### src/rtl/rom_search_pkg.sv
// Shared definitions for the inverse-ROM-lookup block: default geometry
// and the controller state encoding.
package rom_search_pkg;

  localparam int ADDR_W_DEF = 3;
  localparam int DATA_W_DEF = 4;

  typedef enum logic {
    IDLE = 1'b0,
    SCAN = 1'b1
  } state_t;

endpackage

### src/rtl/rom_search.sv
// Inverse ROM lookup: walks an external combinational ROM from address 0
// upward, one word per cycle, and reports the lowest address holding the
// requested key. Every output comes straight from a flop.
module rom_search
  import rom_search_pkg::*;
#(
  parameter int ADDR_W = ADDR_W_DEF,
  parameter int DATA_W = DATA_W_DEF
) (
  input  logic              clk,
  input  logic              reset,
  input  logic              start,
  input  logic [DATA_W-1:0] key,
  output logic [ADDR_W-1:0] ROM_adr,
  input  logic [DATA_W-1:0] ROM_data,
  output logic              busy,
  output logic              done,
  output logic              found,
  output logic [ADDR_W-1:0] match_adr
);

  state_t            r_state;
  logic [DATA_W-1:0] r_key;
  logic              w_hit;
  logic              w_last;

  // The only combinational path: current ROM word against the latched key.
  always_comb begin
    w_hit  = (ROM_data == r_key);
    w_last = (ROM_adr == {ADDR_W{1'b1}});
  end

  // Controller and all result registers; reset wins over any request.
  // NOTE: every flop here is assigned with <= so all branches see the
  // pre-edge values, exactly as the hardware does.
  always_ff @(posedge clk) begin
    if (reset) begin
      r_state   <= IDLE;
      r_key     <= '0;
      ROM_adr   <= '0;
      busy      <= 1'b0;
      done      <= 1'b0;
      found     <= 1'b0;
      match_adr <= '0;
    end else begin
      // done is a pulse: it drops on the edge after it rises.
      done <= 1'b0;
      case (r_state)
        IDLE: begin
          ROM_adr <= '0;
          if (start) begin
            r_key     <= key;
            busy      <= 1'b1;
            found     <= 1'b0;
            match_adr <= '0;
            r_state   <= SCAN;
          end
        end
        SCAN: begin
          if (w_hit) begin
            found     <= 1'b1;
            match_adr <= ROM_adr;
            done      <= 1'b1;
            busy      <= 1'b0;
            ROM_adr   <= '0;
            r_state   <= IDLE;
          end else if (w_last) begin
            // Table exhausted without a hit; stop rather than wrap.
            found     <= 1'b0;
            done      <= 1'b1;
            busy      <= 1'b0;
            ROM_adr   <= '0;
            r_state   <= IDLE;
          end else begin
            ROM_adr <= ROM_adr + 1'b1;
          end
        end
        default: begin
          r_state <= IDLE;
          busy    <= 1'b0;
          ROM_adr <= '0;
        end
      endcase
    end
  end

endmodule
### config.mk
export PLATFORM = sky130hd
export DESIGN_NAME = rom_search
export DESIGN_NICKNAME = d
export VERILOG_FILES = /design/src/rtl/rom_search_pkg.sv /design/src/rtl/rom_search.sv
export SDC_FILE = /design/constraint.sdc
export NUM_CORES = 1
export LEC_CHECK = 0
export ABC_AREA = 0
export BUFFER_PORTS_ARGS = -buffer_cell sky130_fd_sc_hd__buf_2
export CAP_MARGIN = 10
export CORE_AREA = 2 2 39 41
export CTS_BUF_LIST = sky130_fd_sc_hd__clkbuf_8
export DETAILED_ROUTE_END_ITERATION = 10
export DIE_AREA = 0 0 41 43
export GPL_ROUTABILITY_DRIVEN = 0
export PLACE_DENSITY = 0.83
export SLEW_MARGIN = 20
export SYNTH_ARGS = -nofsm -noshare
export SYNTH_HDL_FRONTEND = slang
export SYNTH_SLANG_ARGS = --single-unit
### constraint.sdc
create_clock -name clk -period 3.1 [get_ports clk]
set_input_delay 0.465 -clock clk [delete_from_list [all_inputs] [get_ports clk]]
set_output_delay 0.465 -clock clk [all_outputs]
set_load 0.05 [all_outputs]
==> results.toml, run 1 <==
[floorplanning]
initial_core_util = 0.460
die_x_um = 41
coreArea_mm2 = 0.00138
rows = 14
die_area_mm2 = 0.00176
die_h_um = 43
io_pins = 20

[sta]
hold_viol_final = 0
fin_crit_ns = 1.57
fin_skew_ns = 0.00408
max_freq_ghz = 0.637
grt_setup_unrepaired = "no"
slew_headroom = 0.618
drv_slew = 0
setup_viol = 0
tns_ns = 0
worst_slack_ns = 1.53
post-route-period-util = 0.506
tightest_slew_ns = 0.569

[final_layout]
fin_cells = 104
fin_nets = 103
syn2layout_area_growth_pct = 22.8
diodes = 0
final_util = 0.565
drive_gt1_frac = 0.341

[job]
max-cap-violations = 0

[place]
place_ws_ns = 1.28
io_buffers = 19
dpl.cell_count = 101
hpwlAfterDp_um = 823

[logic_synthesis]
yosys_warnings = 0
synth_top_cells_by_count = "dfxtp_1 (14), nand2_1 (14), a21oi_1 (7)"
syn_area_per_cell_um2 = 9.23
ys.flop_type = "dfxtp_1"
synth.area.top_cells = "dfxtp_1 (44%), nand2_1 (8.3%), a21oi_1 (5.5%)"
synth_cell_types = 21
synth.largest_area_cell = "dfxtp_1"
synth-seq-area-share = 0.440
synth_nets = 82
ys_ff_latch = 14
synth_edf_count = 0
yosysTopAreaCellShare = 0.440
syn_inst = 69
synth.cell_area_um2 = 637
synthArstFlopShare = 0

[setup_path]
rrSetupSlack_ns = 1.53
critPathKind = "flip-flop to flip-flop"
crit_arrival_ns = 1.70
cp.required_ns = 3.23
crit_fanout = 10
start_kind = "flip-flop"
cpMaxStageDelayCell = "nor4_4"
crit_family = "simple AND/OR/NAND/NOR gates"
end_kind = "flip-flop"
slowest_delay_ns = 0.57
crit_buf_inv = 0
path_cells = "xor2_1 -> nor4_4 -> mux2_2"

[clock_tree]
tritoncts = "yes"
cts_buffers = 3
cts_setup_buffers = 0
cts_root_buffer = "clkbuf_8"
cts_hold_buf = 0
cts.sinks = 14
clock_latency_ns = 0.24
clockBufferDepth = 2
htree_num_levels = 1
path_clk_slew_ns = 0.06
post_cts_resize_count = 0

[drt]
drt_iter0_drc = 8
wl_per_cell_um = 11.1
drc = 0
viasPerCell = 5.18
drtPass1Iterations = 3
num_vias = 539
routed_wl_mm = 1.16
ant_nets = 0

[global_route]
grt_busiest_layer = "met2"
grt_usage = 0.143
grtUsageMet3 = 0.0471
grt_pass1_vias = 392
use_met2 = 0.191
antenna_found_initial = 0
grt-ovfl-total = 0
grtUsageMet1 = 0.177
grt_pass1_wl_mm = 1.63
grt_max_degree = 17

[pwr]
peakVddDrop_uv = 275
total_power_uw = 405
p_leak_nw = 0.357
power_density_mw_per_mm2 = 518

[outcome]
status = "complete, no violations"

[worst_hold_path]
min_path_type = "primary input to flip-flop"
## routing by layer
metal	vias to the layer above	part of all wire
met5	-	0
met4	0	0.023
met3	2	0.035
met2	10	0.48
met1	248	0.46
li1	279	-
## where the power goes
part	switching, mW	internal [mW]	leakage [nW]
clock	0.0593	0.0857	0.0216
combinational	0.0405	0.0206	0.221
sequential	0.00944	0.190	0.114
## through the flow
| step | instance area (um^2) | hold slack [ns] |
|---|---|---|
| floorplan | 637 | 0.448 |
| detailed placement | 741 | 0.466 |
| finish | 782 | 0.463 |
| CTS | 782 | 0.460 |
| global placement | 741 | 0.454 |
| global route | 782 | 0.476 |
## layout make-up
| class | instances | area, um^2 |
|---|---|---|
| timing repair buffer | 19 | 95.1 |
| inverter | 1 | 3.75 |
| sequential | 14 | 280 |
| tap | 16 | 20.0 |
| fill | 122 | 602 |
| clock buffer | 3 | 41.3 |
| multi-input combinational | 51 | 342 |
## worst reg2reg max path, stage by stage (launching register included)
cell	delay, ns
dfxtp_1	0.32
xor2_1	0.18
nor4_4	0.57
mux2_2	0.39
## flip-flops by register name, indices dropped and copies added (netlist names)
register	flops
r_state	1
r_key	4
match_adr	3
found	1
done	1
ROM_adr	3
busy	1
## logic make-up after synthesis
family                     share of synthesized area
muxes                                         0.0530
AOI/OAI and AO/OA                              0.120
buffers and inverters                         0.0236
DFF                                            0.440
and+or+nand+nor                                0.269
xor gates and xnor gates                      0.0550
adders and majority gates                     0.0393
## path summary, 6_finish.rpt
| kind | depth (start not counted) | from | endpoint |
|---|---|---|---|
| setup / recovery | 3 | r_key[3] | match_adr[1] |
| hold / removal | 3 | key[0] | r_key[0] |
| setup reg to reg | 3 | r_key[3] | match_adr[1] |
| hold reg to reg | 2 | r_key[0] | r_key[0] |
## layout by cell type (no fill, tap or decap), types with 2 or more instances in the layout
master	synthesis	routed
a21oi_1	7	7
buf_2	0	19
clkbuf_8	0	3
dfxtp_1	14	14
ha_1	2	2
mux2_2	3	3
nand2_1	14	14
nand2b_1	2	2
nor2_1	2	2
nor2b_1	2	2
nor3_1	2	2
nor3b_1	3	3
or3b_2	3	3
xor2_1	4	4
Power figures use the tool's default switching activity.
==> inputs of run 2 (changes only) <==
==> constraint.sdc (replaced) <==
create_clock -name clk -period 1.55 [get_ports clk]
set_input_delay 0.2325 -clock clk [delete_from_list [all_inputs] [get_ports clk]]
set_output_delay 0.2325 -clock clk [all_outputs]
set_load 0.05 [all_outputs]
==> run 2 against run 1 <==
Effect of this change:
- die area is the same
- total power grew 120%
- setup slack lost 1.4 ns
- non-clock buffer count grew 2
- maximum frequency grew 9.1%
- clock power grew 140%
- count of clock-buffer cells in the layout grew 1
- worst hold slack lost 0.23 ns
- critical path depth is the same
==> results.toml, run 2 (synthesis gave the netlist of run 1 again) <==
[drt]
viasPerCell = 5.29
wl_per_cell_um = 12.9
routed_wl_mm = 1.38
ant_nets = 0
drt_iter0_drc = 14
num_vias = 566
drc = 0
drtPass1Iterations = 4

[global_route]
grt_pass1_vias = 475
grtUsageMet3 = 0.0471
grtUsageMet1 = 0.203
use_met2 = 0.281
grt_pass1_wl_mm = 2.04
grt_max_degree = 17
antenna_found_initial = 0
grt_usage = 0.178
grt-ovfl-total = 0
grt_busiest_layer = "met2"

[clock_tree]
cts_setup_buffers = 0
path_clk_slew_ns = 0.06
cts_root_buffer = "clkbuf_8"
cts_buffers = 3
clock_latency_ns = 0.24
cts.sinks = 14
htree_num_levels = 1
post_cts_resize_count = 0
tritoncts = "yes"
cts_hold_buf = 0
clockBufferDepth = 2

[sta]
hold_ws_ns = 0.228
tightest_slew_ns = 0.368
hold_viol_final = 0
drv_slew = 0
setup_viol = 0
grt_setup_unrepaired = "no"
slew_headroom = 0.753
max_freq_ghz = 0.695
post-route-period-util = 0.928
fin_skew_ns = 0.000945
tns_ns = 0
fin_crit_ns = 1.44

[setup_path]
end_kind = "flip-flop"
slowest_delay_ns = 0.42
cpMaxStageDelayCell = "nor4_4"
r2r.worst_path.cells = 3
rrSetupSlack_ns = 0.11
start_kind = "flip-flop"
crit_fanout = 4
crit_arrival_ns = 1.57
path_cells = "xor2_1 -> nor4_4 -> mux2_2"
endpoint = "match_adr[0]"
cp.required_ns = 1.68
r2r_start = "r_key[3]"
regToRegEndpoint = "match_adr[0]"
startpoint = "r_key[3]"
critPathKind = "flip-flop to flip-flop"

[job]
max-cap-violations = 0

[outcome]
status = "complete, no violations"

[worst_hold_path]
hp-start = "key[1]"
min_path_type = "primary input to flip-flop"

[final_layout]
reg_top3 = "r_key x4, ROM_adr x3, match_adr x3"
largest_reg_flops = 4
drive_gt1_frac = 0.374
syn2layout_area_growth_pct = 27.5
final_cell_mix = "buf_2 (19), nand2_1 (14), dfxtp_1 (13), a21oi_1 (7)"
final_common_cell = "buf_2"
fin_cells = 107
largest-register = "r_key"
final_util = 0.587
diodes = 0
final_area_um2 = 812
fin_nets = 105

[place]
place_area_um2 = 757
hpwlAfterDp_um = 969
io_buffers = 19
dpl.cell_count = 103

[floorplanning]
rows = 14
die_area_mm2 = 0.00176
die_x_um = 41
die_h_um = 43
initial_core_util = 0.460
io_pins = 20
coreArea_mm2 = 0.00138

[pwr]
p_leak_nw = 0.375
power_density_mw_per_mm2 = 1080
peakVddDrop_uv = 488
run 2: cell count changes in the layout (fill, tap and decap cells not counted):
cell	previous run	this run
buf_4	0	2
clkbuf_8	3	4
dfxtp_1	14	13
dfxtp_2	0	1
run 2: worst min path at each step:
stage | endpoint | slack [ns] | depth (start not counted)
after global routing | r_key[1] | 0.23 | 3
after detailed placement | ROM_adr[0] | 0.44 | 1
after global placement | ROM_adr[0] | 0.43 | 1
after floorplan | busy | 0.36 | 2
after CTS | r_key[1] | 0.22 | 3
final | r_key[1] | 0.23 | 3
run 2: final cells by class:
| type | count | area [um^2] |
|---|---|---|
| clock buffer | 4 | 55.1 |
| multi-input combinational | 51 | 342 |
| fill | 115 | 572 |
| inverter | 1 | 3.75 |
| timing repair buffer | 21 | 110 |
| sequential | 14 | 282 |
| tap | 16 | 20.0 |
run 2: power by group:
group | switching [mW] | leakage [nW] | total [mW] | internal (mW)
Sequential | 0.0195 | 0.115 | 0.399 | 0.380
Clock | 0.125 | 0.0288 | 0.350 | 0.225
Combinational | 0.0838 | 0.231 | 0.130 | 0.0462
Total | 0.228 | 0.375 | 0.879 | 0.651
run 2: metal layers:
layer / routed length [um] / part of all wire / vias up
li1: - / - / 281
met1: 584 / 0.42 / 256
met2: 676 / 0.49 / 23
met3: 66 / 0.048 / 6
met4: 53 / 0.038 / 0
met5: 0 / 0 / -
run 2: critical path, delay by kind of cell (launching register included):
| family | cells | cell delay [ns] |
|---|---|---|
| muxes | 1 | 0.39 |
| xor gates and xnor gates | 1 | 0.19 |
| DFF | 1 | 0.33 |
| and+or+nand+nor | 1 | 0.42 |
run 2: stage by stage:
stage / total power, mW / setup WS, ns
2_1_floorplan: 0.494 / 0.00624
3_5_place_dp: 0.535 / 0.127
6_report: 0.879 / 0.112
4_1_cts: 0.884 / 0.117
5_1_grt: 0.916 / 0.0886
3_3_place_gp: 0.531 / 0.197
==> inputs of run 3 (changes only) <==
--- a/config.mk
+++ b/config.mk
@@ -6,7 +6,8 @@
 export NUM_CORES = 1
 export LEC_CHECK = 0
 export ABC_AREA = 0
-export BUFFER_PORTS_ARGS = -buffer_cell sky130_fd_sc_hd__buf_2
+export ABC_CLOCK_PERIOD_IN_PS = 1550
+export BUFFER_PORTS_ARGS = -buffer_cell sky130_fd_sc_hd__buf_4
 export CAP_MARGIN = 10
 export CORE_AREA = 2 2 39 41
 export CTS_BUF_LIST = sky130_fd_sc_hd__clkbuf_8
==> run 3 against run 2 <==
Effect of this change:
- global-route usage shrank 0.24 points
- register-to-register slack better by 0.08 ns
- worst hold slack got worse by 0.00065 ns
- core utilization up 3.4 points
- largest cell class unchanged
- cell count unchanged
- wire length is 5.5% lower
- combinational power increased by 8%
- largest power group unchanged
==> results.toml, run 3 (synthesis gave the netlist of run 1 again) <==
[outcome]
status = "complete, no violations"

[place]
place_area_um2 = 805
hpwlAfterDp_um = 912
place_ws_ns = 0.172
dpl.cell_count = 103
io_buffers = 19

[setup_path]
critPathKind = "flip-flop to flip-flop"
end_kind = "flip-flop"
cp.required_ns = 1.69
path_cells = "xor2_1 -> nor4_4 -> mux2_2"
start_kind = "flip-flop"
cpMaxStageDelayCell = "nor4_4"
crit_fanout = 4
crit_arrival_ns = 1.50
slowest_delay_ns = 0.38

[sta]
hold_viol_final = 0
hold_ws_ns = 0.227
post-route-period-util = 0.876
tightest_slew_ns = 0.328
setup_viol = 0
fin_skew_ns = 0.00196
max_freq_ghz = 0.736
fin_crit_ns = 1.36
slew_headroom = 0.781
grt_setup_unrepaired = "no"
worst_slack_ns = 0.192
drv_slew = 0
tns_ns = 0

[final_layout]
largest_reg_flops = 4
final_cell_mix = "buf_4 (21), nand2_1 (14), dfxtp_1 (13), a21oi_1 (7)"
drive_gt1_frac = 0.374
fillers = 115
syn2layout_area_growth_pct = 35.0
final_area_um2 = 860
fin_nets = 105
fin_cells = 107
largest-register = "r_key"
diodes = 0
final_util = 0.621
reg_top3 = "r_key x4, ROM_adr x3, match_adr x3"
final_common_cell = "buf_4"

[clock_tree]
path_clk_slew_ns = 0.06
cts_buffers = 3
clockBufferDepth = 2
htree_num_levels = 1
clock_latency_ns = 0.25
cts.sinks = 14
post_cts_resize_count = 0
tritoncts = "yes"
cts_hold_buf = 0
cts_root_buffer = "clkbuf_8"
cts_setup_buffers = 0

[global_route]
grt-ovfl-total = 0
grt_max_degree = 17
grt_pass1_wl_mm = 1.97
grt_usage = 0.175
grt_pass1_vias = 457
antenna_found_initial = 0

[worst_hold_path]
min_path_type = "primary input to flip-flop"

[drt]
ant_nets = 0
wl_per_cell_um = 12.2
drt_iter0_drc = 7
dr_wl_met2_um = 636
drtPass1Iterations = 4
viasPerCell = 5.22
drc = 0
routed-wl-met3_um = 65
num_vias = 559
wl_met1_um = 554
routed.top_layer = "met4"
routed_wl_mm = 1.30

[floorplanning]
die_h_um = 43
die_x_um = 41
rows = 14
coreArea_mm2 = 0.00138
io_pins = 20
initial_core_util = 0.460
die_area_mm2 = 0.00176

[pwr]
total_power_uw = 901
p_leak_nw = 0.383
peakVddDrop_uv = 844
power_density_mw_per_mm2 = 1050

[job]
max-cap-violations = 0
[run 3: changes by cell type in the layout (fill, tap and decap cells not counted)]
cell and change:
buf_4 +19, buf_2 -19
[run 3: critical path: cells and delay by family (launching register included)]
| kind | cells | cell delay, ns |
|---|---|---|
| AND/OR/NAND/NOR | 1 | 0.38 |
| multiplexers | 1 | 0.37 |
| flip-flops | 1 | 0.32 |
| XOR/XNOR | 1 | 0.18 |
[run 3: layout make-up]
cell class              count  area, um^2  share of cell area
repair buffers             21         158               0.183
clock buffers               4        55.1              0.0640
inverters                   1        3.75             0.00437
well taps                  16        20.0              0.0233
multi-input cells          51         342               0.397
flip-flops and latches     14         282               0.328
[run 3: metal layers]
| layer | vias to the layer above | GRT usage |
|---|---|---|
| met2 | 11 | 0.253 |
| met5 | - | 0 |
| met4 | 0 | 0.120 |
| met3 | 5 | 0.0785 |
| li1 | 284 | - |
| met1 | 259 | 0.195 |
[run 3: final timing paths]
check,start,to,slack [ns],cells past startpoint
setup reg to reg,r_key[3],match_adr[0],0.19,3
setup / recovery,r_key[3],match_adr[0],0.19,3
hold / removal,key[3],r_key[3],0.23,3
hold reg to reg,ROM_adr[0],ROM_adr[0],0.45,1
[run 3: power breakdown]
| group | switching [mW] | internal [mW] | total [mW] | leakage [nW] |
|---|---|---|---|---|
| logic | 0.0823 | 0.0582 | 0.140 | 0.240 |
| registers | 0.0198 | 0.380 | 0.400 | 0.115 |
| clock network | 0.135 | 0.225 | 0.361 | 0.0288 |
